==> src/rtl/arith_pkg.sv <==
// Shared types and defaults for the sequential arithmetic blocks.
package arith_pkg;

  localparam int WIDTH_DEFAULT = 16;
  localparam int SLICE_DEFAULT = 4;

  typedef enum logic [1:0] {
    IDLE = 2'd0,
    CALC = 2'd1,
    DONE = 2'd2
  } state_t;

endpackage

==> src/rtl/cs_slice.sv <==
// Combinational SLICE-bit carry-select cell: both carry-in cases are resolved
// in parallel and the real carry-in picks one.
module cs_slice #(
  parameter int SLICE = 4
) (
  input  logic [SLICE-1:0] x,
  input  logic [SLICE-1:0] y,
  input  logic             cin,
  output logic [SLICE-1:0] s,
  output logic             cout
);

  logic [SLICE:0] sum0;
  logic [SLICE:0] sum1;

  assign sum0 = {1'b0, x} + {1'b0, y};
  assign sum1 = {1'b0, x} + {1'b0, y} + {{SLICE{1'b0}}, 1'b1};

  assign {cout, s} = cin ? sum1 : sum0;

endmodule

==> src/rtl/borrow_select_subtractor_seq.sv <==
// Multi-cycle a - b - borrow_in, one carry-select slice per clock, LSB first.
// Result appears NSLICE edges after accept and is held until out_ready.
module borrow_select_subtractor_seq
  import arith_pkg::*;
#(
  parameter int WIDTH = WIDTH_DEFAULT,
  parameter int SLICE = SLICE_DEFAULT
) (
  input  logic             clk,
  input  logic             rst_n,
  input  logic             in_valid,
  output logic             in_ready,
  input  logic [WIDTH-1:0] a,
  input  logic [WIDTH-1:0] b,
  input  logic             borrow_in,
  output logic             out_valid,
  input  logic             out_ready,
  output logic [WIDTH-1:0] diff,
  output logic             borrow_out,
  output logic             ovf
);

  localparam int NSLICE = WIDTH / SLICE;
  localparam int IDXW   = (NSLICE > 1) ? $clog2(NSLICE) : 1;
  localparam logic [IDXW-1:0] LAST_IDX = IDXW'(NSLICE - 1);

  state_t          state;
  state_t          state_nxt;
  logic [IDXW-1:0] idx;
  logic [WIDTH-1:0] a_r;
  logic [WIDTH-1:0] b_r;
  logic [WIDTH-1:0] diff_r;
  logic            c;
  logic            borrow_r;
  logic            ovf_r;
  logic            out_valid_r;

  logic [SLICE-1:0] x_s;
  logic [SLICE-1:0] y_s;
  logic [SLICE-1:0] s_s;
  logic             cout_s;
  logic             accept;
  logic             last;

  assign in_ready   = (state == IDLE);
  assign out_valid  = out_valid_r;
  assign diff       = diff_r;
  assign borrow_out = borrow_r;
  assign ovf        = ovf_r;

  assign accept = in_valid && in_ready;
  assign last   = (state == CALC) && (idx == LAST_IDX);

  // Subtraction as a + ~b + carry, where carry = ~borrow.
  assign x_s = a_r[idx*SLICE +: SLICE];
  assign y_s = ~b_r[idx*SLICE +: SLICE];

  cs_slice #(.SLICE(SLICE)) u_slice (
    .x    (x_s),
    .y    (y_s),
    .cin  (c),
    .s    (s_s),
    .cout (cout_s)
  );

  always_ff @(posedge clk or negedge rst_n) begin
    if (!rst_n) begin
      state <= IDLE;
    end else begin
      state <= state_nxt;
    end
  end

  always_comb begin
    state_nxt = state;
    case (state)
      IDLE:    if (accept) state_nxt = CALC;
      CALC:    if (last) state_nxt = DONE;
      DONE:    if (out_valid_r && out_ready) state_nxt = IDLE;
      default: state_nxt = IDLE;
    endcase
  end

  always_ff @(posedge clk or negedge rst_n) begin
    if (!rst_n) begin
      idx         <= '0;
      a_r         <= '0;
      b_r         <= '0;
      c           <= 1'b0;
      diff_r      <= '0;
      borrow_r    <= 1'b0;
      ovf_r       <= 1'b0;
      out_valid_r <= 1'b0;
    end else begin
      if (accept) begin
        a_r <= a;
        b_r <= b;
        c   <= ~borrow_in;
        idx <= '0;
      end
      if (state == CALC) begin
        diff_r[idx*SLICE +: SLICE] <= s_s;
        c   <= cout_s;
        idx <= idx + IDXW'(1);
        if (last) begin
          // s_s[SLICE-1] is the new diff MSB, not yet visible in diff_r.
          borrow_r    <= ~cout_s;
          ovf_r       <= (a_r[WIDTH-1] ^ b_r[WIDTH-1]) & (s_s[SLICE-1] ^ a_r[WIDTH-1]);
          out_valid_r <= 1'b1;
        end
      end
      if ((state == DONE) && out_ready) begin
        out_valid_r <= 1'b0;
      end
    end
  end

endmodule

==> config.mk <==
export PLATFORM = sky130hd
export DESIGN_NAME = borrow_select_subtractor_seq
export DESIGN_NICKNAME = d
export VERILOG_FILES = /design/src/rtl/arith_pkg.sv /design/src/rtl/cs_slice.sv /design/src/rtl/borrow_select_subtractor_seq.sv
export SDC_FILE = /design/constraint.sdc
export NUM_CORES = 1
export LEC_CHECK = 0
export CORE_ASPECT_RATIO = 2
export CORE_MARGIN = 2
export CORE_UTILIZATION = 46
export CTS_CLUSTER_SIZE = 28
export DETAILED_ROUTE_END_ITERATION = 6
export GPL_TIMING_DRIVEN = 0
export PLACE_DENSITY = 0.88
export SYNTH_ARGS = -nofsm -noshare
export SYNTH_HDL_FRONTEND = slang
export SYNTH_HIERARCHICAL = 1
export SYNTH_SLANG_ARGS = --single-unit
==> constraint.sdc <==
create_clock -name clk -period 3.3 [get_ports clk]
set_input_delay 0.33 -clock clk [delete_from_list [all_inputs] [get_ports clk]]
set_output_delay 0.33 -clock clk [all_outputs]
set_load 0.005 [all_outputs]
==> impl_metrics.ini <==
[status]
status = completed

[flow_run]
max_cap_violations = 0

[logic_synthesis]
netlist_area_mm2 = 0.00282
synth-compound-area-share = 0.0844
synth-adder-area-share = 0.0515
synth_top_flop_cell = dfrtp_1
synth_enable_flop_cells = 0
synth_fp_nets = 268
synth_cell_types = 35
ys_ff_latch = 56
synth_xor_area_frac = 0.0155
synth_cells = 220
synth_simple_gate_area_frac = 0.111
synth_mux_area_frac = 0.199
yosys_warnings = 6
synth_top_family_by_area = multiplexers
synth_area_per_cell_um2 = 12.8
ys_seq_area_frac = 0.498
async_reset_ff_frac = 1.00

[clock_network]
cts_max_level = 2
cts_buffers = 5
cts_root_buffer = clkbuf_16
cts_buffer_depth = 2
clock_latency_ns = 0.30
clkTransAtPathRegs_ns = 0.06
clkSinkCount = 56
cts_tree = done

[sta]
slew_headroom = 0.610
holdWs_ns = 0.0136
finalCritPeriodShare = 0.961
max_freq_ghz = 0.315
slew_viol_final = 0
hold_viol = 0
setup_viol_count_final = 0
layout_min_cycle_time_ns = 3.17
fin_worst_skew_ns = 0.00362
tightestPinTransition_ns = 0.579

[grt]
antenna_found_initial = 0
track_usage = 0.199
grt_pass1_wl_um = 9900
grt_max_degree = 34
overflow = 0
grt_pass1_vias = 2078

[route]
ant_nets = 0
routed_via_density = 5.57
drt_iter0_drc = 60
wirelength_um = 5960
drtPass1Iterations = 4
route.detailed.drc = 0
wl_per_cell_um = 16.9
vias = 1967

[die]
dieArea_mm2 = 0.00680
die_h_um = 115
num_rows = 40
io-pin-count = 57
coreArea_mm2 = 0.00596
start_util = 0.473
die_w_um = 59.3

[placement]
place.gp.congestion = 0.801
io_buffers = 56
hpwl_um = 4550
dp_cells = 340

[worst_hold_path]
hold_path.class = input pin to async pin

[critical_path]
start_kind = register
critPathKind = register to register
worstPathArrival_ns = 3.40
cp_max_fo = 9
critical_path_required_ns = 3.53
end_kind = register

[pwr]
p_seq_frac = 0.265
p_int_mw = 2.57
power.density_mw_per_mm2 = 1190
pwr-share-comb = 0.621
switching_share = 0.418
leakage_nw = 1.61
ir_drop_mv = 0.748
pwr-share-clk = 0.114
power_switching_mw = 1.85

[final_layout]
layout.nets = 338
drive_gt1_frac = 0.255
layout_commonest_cell = dfrtp_1
diodes = 0
fin_cells = 353
fillers = 438
layout_common_cells = dfrtp_1 (56), clkdlybuf4s50_1 (55), mux2_2 (27)
synthToLayoutAreaGrowth_pct = 31.6
[worst max-delay path, cell delays in order, from the launching register on]
cell,delay (ns)
dfrtp_1,0.36
clkbuf_8,0.17
buf_12,0.13
mux4_2,0.49
ha_1,0.21
inv_1,0.07
fa_2,0.45
inv_1,0.07
ha_1,0.15
nand2_2,0.08
or4_4,0.43
a2bb2oi_1,0.15
nand3_2,0.14
a2bb2oi_1,0.08
o21ai_1,0.12
[kinds of logic after synthesis]
| family | count (synthesis) |
|---|---|
| AOI/OAI and AO/OA | 37 |
| xor gates and xnor gates | 5 |
| adders and majority gates | 11 |
| buffers and inverters | 22 |
| DFF | 56 |
| muxes | 40 |
| and+or+nand+nor | 49 |
[power by group through the flow]
stage / Combinational, mW / Sequential [mW] / Clock (mW)
CTS: 2.54 / 1.17 / 0.516
floorplan: 1.77 / 1.12 / 0
detailed placement: 2.44 / 1.18 / 0
finish: 2.75 / 1.17 / 0.503
global placement: 2.33 / 1.16 / 0
global route: 3.00 / 1.21 / 0.540
[layer usage]
| metal | vias up | track usage | routed length [µm] |
|---|---|---|---|
| li1 | 916 | - | - |
| met1 | 978 | 0.196 | 1990 |
| met5 | - | 0 | 0 |
| met4 | 0 | 0.100 | 200 |
| met2 | 57 | 0.367 | 3550 |
| met3 | 16 | 0.0441 | 216 |
[cells in the mapped netlist (2+ instances only)]
master | count | area, µm²
a2bb2oi_1 | 2 | 17.5
mux4_2 | 8 | 180
xnor2_1 | 2 | 17.5
nor4b_4 | 3 | 71.3
nand3b_1 | 4 | 30.0
inv_1 | 13 | 48.8
dfrtp_1 | 56 | 1400
mux2_4 | 5 | 75.1
buf_6 | 4 | 45.0
nand2b_1 | 3 | 18.8
xor2_1 | 3 | 26.3
a21oi_1 | 4 | 20.0
nor2_1 | 3 | 11.3
ha_1 | 10 | 125
a22o_1 | 8 | 70.1
o21ai_0 | 17 | 85.1
o21a_1 | 2 | 15.0
nand2_1 | 27 | 101
mux2_2 | 27 | 304
clkbuf_1 | 3 | 11.3
nor2b_1 | 2 | 12.5
[final cells by class]
type,count,area [µm²],area share
plain buffers,9,91.3,0.0246
inverters,13,48.8,0.0132
well taps,63,78.8,0.0213
clock buffers,6,129,0.0348
repair buffers,63,621,0.167
flip-flops and latches,56,1400,0.378
multi-input cells,142,1330,0.359
clock inverters,1,5.00,0.00135
[registers in the layout, indices dropped and copies added (netlist names)]
name / cells
a_r: 16
borrow_out: 1
state: 2
b_r: 16
c: 1
out_valid: 1
ovf: 1
idx: 2
diff: 16
[stage by stage]
step / instance area [µm²] / total power [mW] / TNS [ns] / worst slack, ns / utilization
finish: 3710 / 4.42 / 0 / 0.128 / 0.622
global route: 3710 / 4.75 / -0.0151 / -0.0133 / 0.622
CTS: 3640 / 4.23 / 0 / 0.0307 / 0.611
detailed placement: 3470 / 3.63 / -0.880 / -0.227 / 0.583
global placement: 3460 / 3.49 / -0.179 / -0.101 / 0.580
floorplan: 2820 / 2.90 / 0 / 0.192 / -
[what timing repair did]
item	CTS	global route
resized for setup	6	10
hold buffers	0	0
gates cloned	0	0
setup buffers	1	5
pin swaps	1	1
setup endpoints to repair	7	3
[worst paths after layout]
check / end / slack, ns / cells after the start / from
max reg2reg: c / 0.13 / 14 / idx[0]
min in group clk: diff[5] / 0.48 / 2 / diff[5]
min: diff[8] / 0.01 / 1 / rst_n
max in group asynchronous: a_r[0] / 2.72 / 2 / rst_n
min reg2reg: diff[5] / 0.48 / 2 / diff[5]
max: c / 0.13 / 14 / idx[0]
(Power assumes the default switching activity.)
